## src/rtl/sdp_ram_param.sv

```systemverilog
// rtl/sdp_ram_param.sv - parametrised single-clock simple-dual-port RAM
// One write port, one read port, optional output register, RDW forwarding and a post-reset clear.
module sdp_ram_param #(
  parameter int                DATA_W         = 24,
  parameter int                ADDR_W         = 6,
  parameter int                READ_MODE      = 0,
  parameter int                RDW_MODE       = 0,
  parameter int                CLEAR_ON_RESET = 1,
  parameter logic [DATA_W-1:0] INIT_VAL       = '0
) (
  input  logic              clk,
  input  logic              reset,
  input  logic              cea,
  input  logic [ADDR_W-1:0] ada,
  input  logic [DATA_W-1:0] din,
  input  logic              ceb,
  input  logic [ADDR_W-1:0] adb,
  input  logic              oce,
  output logic [DATA_W-1:0] dout,
  output logic              dout_valid,
  output logic              init_done
);

  localparam int DEPTH = 1 << ADDR_W;

  typedef enum logic {ST_CLEAR, ST_READY} state_t;

  state_t            state_q;
  logic [ADDR_W-1:0] cnt_q;
  logic              init_done_q;

  logic              mem_we;
  logic [ADDR_W-1:0] mem_waddr;
  logic [DATA_W-1:0] mem_wdata;
  logic              rd_en;
  logic              rdw_fwd;
  logic              v1_d;
  logic              v1_q;
  logic [DATA_W-1:0] rd1_q;

  logic [DATA_W-1:0] mem [DEPTH];

  always_ff @(posedge clk) begin
    if (reset) begin
      state_q     <= (CLEAR_ON_RESET != 0) ? ST_CLEAR : ST_READY;
      cnt_q       <= '0;
      init_done_q <= 1'b0;
    end else begin
      case (state_q)
        ST_CLEAR: begin
          cnt_q <= cnt_q + 1'b1;
          if (cnt_q == '1) begin
            state_q     <= ST_READY;
            init_done_q <= 1'b1;
          end
        end
        default: init_done_q <= 1'b1;
      endcase
    end
  end

  // The clear sequencer owns the write port until the last word is written.
  always_comb begin
    mem_we    = 1'b0;
    mem_waddr = ada;
    mem_wdata = din;
    if (!reset) begin
      if (state_q == ST_CLEAR) begin
        mem_we    = 1'b1;
        mem_waddr = cnt_q;
        mem_wdata = INIT_VAL;
      end else begin
        mem_we = cea & init_done_q;
      end
    end
  end

  always_comb begin
    rd_en   = ceb & init_done_q & ~reset;
    rdw_fwd = (RDW_MODE != 0) && cea && (ada == adb);
    v1_d    = rd_en;
  end

  // No reset on the array so it maps onto block RAM.
  always_ff @(posedge clk) begin
    if (mem_we) begin
      mem[mem_waddr] <= mem_wdata;
    end
  end

  always_ff @(posedge clk) begin
    if (reset) begin
      rd1_q <= '0;
      v1_q  <= 1'b0;
    end else begin
      v1_q <= v1_d;
      if (rd_en) begin
        rd1_q <= rdw_fwd ? din : mem[adb];
      end
    end
  end

  generate
    if (READ_MODE != 0) begin : g_oreg
      logic [DATA_W-1:0] dout_q;
      logic              dout_valid_q;

      always_ff @(posedge clk) begin
        if (reset) begin
          dout_q       <= '0;
          dout_valid_q <= 1'b0;
        end else if (oce) begin
          dout_q       <= rd1_q;
          dout_valid_q <= v1_q;
        end
      end

      assign dout       = dout_q;
      assign dout_valid = dout_valid_q;
    end else begin : g_bypass
      logic unused_oce;
      assign unused_oce = oce;
      assign dout       = rd1_q;
      assign dout_valid = v1_q;
    end
  endgenerate

  assign init_done = init_done_q;

endmodule
```

## config.mk

```make
export PLATFORM = sky130hd
export DESIGN_NAME = sdp_ram_param
export DESIGN_NICKNAME = d
export VERILOG_FILES = /design/src/rtl/sdp_ram_param.sv
export SDC_FILE = /design/constraint.sdc
export NUM_CORES = 1
export LEC_CHECK = 0
export ABC_AREA = 1
export CORE_AREA = 5 5 601 365
export DETAILED_ROUTE_END_ITERATION = 10
export DIE_AREA = 0 0 606 370
export GPL_TIMING_DRIVEN = 0
export HOLD_SLACK_MARGIN = 0.12
export PLACE_DENSITY_LB_ADDON = 0.08
export SYNTH_ARGS = -nofsm -noshare
export SYNTH_HDL_FRONTEND = slang
export SYNTH_SLANG_ARGS = --single-unit
export TNS_END_PERCENT = 1
```

## constraint.sdc

```tcl
create_clock -name clk -period 7.3 [get_ports clk]
set_input_delay 2.19 -clock clk [delete_from_list [all_inputs] [get_ports clk]]
set_output_delay 2.19 -clock clk [all_outputs]
set_load 0.005 [all_outputs]
```

Yosys cells after proc, flatten, opt, wreduce, memory -nomap -nowiden
Memories as Yosys holds them, arrays and structs flattened. A register that Yosys moved wholly into a read port is not among the register bits. Cells that the tools add are included.

RAM bits: 1536. Word-level logic and storage cells: 24. Latch bits: 0. ROM bits: 0. Output and inout bits: 26. Register bits: 9. Bits of input ports: 41. Memories kept: 1.

Bitwise logic cells: 4. $add $sub $neg: 1. Div/mod/pow operators: 0. Reductions and logical operators: 1. Shift operators: 0. Magnitude comparators: 0. Multipliers: 0. Multiplexer cells: 12. Eq/ne operators: 1.

Memory list: mem (depth 64, bits a word 24, read ports 1, clocked after memory_dff 1, write ports 1, line 41) `logic [DATA_W-1:0] mem [DEPTH];`.

Operators by type and width (count): $mux W24 (2); $mux W6 (2); $mux W1 (8); $add A6 B1 Y6 const B (1); $eq A6 B6 Y1 const B (1); $and A1 B1 Y1 (3); $reduce_bool A2 Y1 (1); $not A1 Y1 (1).

Logic depth before layout (Yosys ltp)
Gate-level depths: netlist (run 1).

Depth after elaboration: 5. Gate-level depth with buffers: 15. Gate-level depth less buffers: 11.

Least setup slack after synthesis (run 1)
OpenSTA, ideal clock, no wires.

Kind: input-to-reg. Start point: input port reset. End point: memory mem[48][0] (enable). Setup slack: 1499 ps. Library setup time: 466 ps. Required time: 6834 ps. Buffers on the path: 0. Stages on the path: 6. Arrival: 5334 ps. Cells stage by stage: nor2_4 inv_2 or2_1 o21ai_2 inv_1 nor4_1.

Cells in the longest elaborated chain, start to end: 3. Elaborated cells on any way between the ends: 4. Those cells by class: mux (4).

Ends and longest elaborated chain: start: declaration (line 12) `input logic reset,`; $mux W1 (line 67) `if (!reset) begin`; $mux W1 (line 86) `if (mem_we) begin`; $mux W1 (implied by the code) (line 87) `mem[mem_waddr] <= mem_wdata;`; end: declaration (line 41).

Several ways; a longest one is shown, not always the timed one.

==> PnR_summary.wiki, run 1 <==
{| class="wikitable"
! Metric !! Value
|-
| Status || complete, but fails checks
|-
| Failing checks || capacitance limit, slew limit
|-
| Clock sink total || 1569
|-
| DRT Wirelength || 291.1 mm
|-
| Number of nets in the final layout || 5840
|-
| Instance count after placement with tap cells included || 8510
|-
| Cell at the root of the clock tree || clkbuf_16
|-
| Proportion of netlist area held by the largest area contributor || 72.59%
|-
| Post-route cell area || 0.07581 mm^2
|-
| Synth area leader || edfxtp_1
|-
| Count of maximum capacitance violations || 2
|-
| Routed WL per cell || 33.09 um
|-
| Number of DRC markers after the initial detailed-route iteration || 7157
|-
| First-pass GRT wire length || 383.7 mm
|-
| Count of distinct cell types in the synthesized netlist || 25
|-
| Final critical-path share of the clock period || 82.28%
|-
| Filler cell count in the final layout || 21.01k
|-
| Total negative slack || 0 ps
|-
| Share of post-route cells with drive strength above 1 || 11.42%
|-
| Arrival time of data at the critical path endpoint || 6760 ps
|-
| Worst hold path class || register to register
|-
| Final setup viols || 0
|-
| Total nets after synthesis || 5460
|-
| Post-synth EDFFs || 1536
|-
| Growth of design area from synthesis to finish || 19.32%
|-
| Via/cell ratio || 5.247
|-
| Max Clock Skew || 41.82 ps
|-
| Top-level I/O count || 67
|-
| Final core area utilization || 35.45%
|-
| Share of flip-flops with an asynchronous set or reset after synthesis || 0%
|-
| CP Class || input pin to register
|-
| Clock tree from TritonCTS || built
|-
| Rows || 132
|-
| Post-cts gate resize count || 0
|-
| Post-Synthesis Cells || 5418
|-
| Length of the first detailed-routing pass in iterations || 6
|-
| Insertion delay to the later sink of the worst-skew pair || 830 ps
|-
| Routability-driven placement congestion ratio || 0.9432
|-
| Highest attainable clock frequency || 166.5 MHz
|-
| CTS Hold Buffers Added || 0
|-
| Remaining DRCs || 0
|-
| Core region area || 0.2139 mm^2
|-
| Via count of the first global-routing pass || 41.09k
|-
| Measured slew at the worst slew-check pin || 1576 ps
|-
| Remaining number of nets flagged by the antenna check after routing || 0
|-
| Worst hold slack after final layout || 471.3 ps
|-
| Number of synthesized register bits || 1569
|-
| Endpoint type of the worst setup path || register
|-
| Detailed-route via count || 46.16k
|-
| Slew margin rel. || -5.043%
|-
| Register area share after synthesis || 73.63%
|-
| H-tree levels || 4
|-
| Clock transition at the registers of the reported paths || 60 ps
|-
| Peak fanout along the critical path || 10
|-
| Count of yosys warnings during synthesis || 0
|-
| Starting Density || 29.71%
|-
| Synth Flop Type || edfxtp_1
|-
| PwrDens || 260.4 mW/mm^2
|-
| Minimum clock period after layout || 6006 ps
|-
| Aggregate global-route resource usage || 25.41%
|-
| Required time at the worst-slack endpoint || 8060 ps
|-
| Unrepaired setup endpoints after global routing || no
|-
| Maximum root-to-sink buffer count || 4
|-
| Final cell count without fillers || 8797
|-
| Number of port buffers || 61
|-
| # Post-CTS Setup Buffers || 0
|-
| Num CTS Buffers || 167
|-
| Die ar. || 0.2242 mm^2
|-
| Number of antenna violations at the first check in global routing || 25
|-
| Final HPWL from detailed placement || 212.2 mm
|-
| Nature of the critical path startpoint || input pin
|-
| Maximum VDD drop || 0.1760 mV
|-
| Floorplan die width || 606 um
|-
| Total count of max-transition violations in the final report || 22
|-
| Cell Area, Synth || 0.06354 mm^2
|-
| Largest net degree at the start of global routing || 35
|-
| Biggest area contributors in the synthesized netlist || edfxtp_1, nand2_1, nand3_1
|-
| Mapped Avg Cell Area || 11.73 um^2
|-
| Aggregate global routing overflow || 0
|-
| Hold violation count in the final report || 0
|-
| Post-detailed-placement cell area || 0.07095 mm^2
|-
| Static Leakage || 27.16 nW
|-
| Die extent in y || 370 um
|}
## sequential cells by signal, indices dropped and copies added (netlist names)
register / flops
dout: 24
state_q: 1
init_done: 1
mem: 1536
cnt_q: 6
dout_valid: 1
## cells in the final DEF, fill, tap and decap left out, types with 4 or more instances in the layout
cell type / n
inv_1: 36
clkinv_1: 37
buf_6: 29
clkdlybuf4s50_1: 61
clkbuf_16: 169
nand3_1: 1327
buf_2: 159
dfxtp_1: 33
diode_2: 7
buf_4: 83
clkinv_2: 21
edfxtp_1: 1536
a21oi_1: 4
buf_1: 33
nor2_4: 81
buf_12: 92
o21ai_0: 5
inv_2: 6
nor2_1: 7
nor3_1: 5
nor4_2: 8
bufinv_16: 5
nand4_1: 8
buf_16: 13
nand2_1: 2007
clkbuf_1: 128
## worst max-delay path, stage by stage
cell             delay, ps
clkdlybuf4s50_1        580
inv_1                  300
clkbuf_1              1070
clkbuf_1              1100
nand3_1                480
nand2_1                200
nand2_1                 60
nand3_1                200
nand3_1                180
nand2_1                120
nand2_1                130
nand2_1                 90
## metrics by stage
stage / setup WS, ps / power, mW
after detailed placement: 690.2 / 11.82
after global placement: -5253 / 11.74
after floorplan: 1499 / 10.87
after global routing: 1385 / 20.31
final: 1294 / 19.74
after CTS: 1565 / 19.81
## logic make-up after synthesis
| group | synth area share, % |
|---|---|
| AOI/OAI and AO/OA | 0.1241 |
| adders and majority gates | 0.01969 |
| buffers and inverters | 3.160 |
| DFF | 73.63 |
| and+or+nand+nor | 23.07 |
## cell usage after synthesis, types with 2 or more instances
library cell  count
dfxtp_1          33
nor3_1            5
inv_2             6
a21oi_1           4
edfxtp_1       1536
nand2_1        2007
nand3_1        1327
buf_2           159
o21ai_0           5
buf_4            40
buf_6            27
nand4_1           8
nor2_1           87
inv_1            36
o21ai_2           2
o21ai_1           2
clkbuf_1         86
buf_1            33
nor4_1            8
or2_1             2
## worst paths after layout
path             from           to  slack (ps)  depth (start not counted)
max            adb[2]      dout[0]        1290                         12
min          dout[16]     dout[16]         470                          2
max reg2reg   state_q  mem[48][16]        3170                          7
min reg2reg  dout[16]     dout[16]         470                          2
## power breakdown
part	internal (mW)	switching, mW	total (mW)
Combinational	0.372	1.35	1.72
Clock	4.42	3.65	8.07
Sequential	9.94	0.0121	9.95
Total	14.7	5.01	19.7
## metal layers
layer | global-route usage (%) | up-vias | routed length [um]
met5 | 0 | - | 0
met4 | 5.249 | 0 | 6536
met3 | 6.995 | 290 | 32340
met2 | 32.48 | 2408 | 109100
met1 | 41.55 | 23660 | 143100
li1 | - | 19800 | -
## layout make-up
type	instances	area (um^2)	area share (%)
Sequential cell	1569	46780	61.71
Timing Repair Buffer	211	3156	4.162
Inverter	43	161.4	0.2129
Clock buffer	213	4414	5.822
Tap cell	2881	3605	4.755
Antenna cell	7	17.52	0.02310
Buffer	345	1847	2.436
Clock inverter	67	430.4	0.5677
Multi-Input combinational cell	3461	15400	20.31
Note: power is estimated with default switching activity, not from simulation.
==> inputs of run 2 (changes only) <==
==> constraint.sdc (replaced) <==
create_clock -name clk -period 5.99 [get_ports clk]
set_input_delay 1.797 -clock clk [delete_from_list [all_inputs] [get_ports clk]]
set_output_delay 1.797 -clock clk [all_outputs]
set_load 0.005 [all_outputs]
==> results of run 2 <==
The final DEF is identical to that of run 1. Status: complete, but fails checks: capacitance limit, slew limit.
Main changes from that run: setup slack after placement 690.2 ps -> -226.8 ps; setup slack after layout 1294 ps -> 376.7 ps; register-to-register setup slack 3170 ps -> 1860 ps; total power 19.74 mW -> 24.06 mW; worst IR drop on VDD 0.1760 mV -> 0.2145 mV
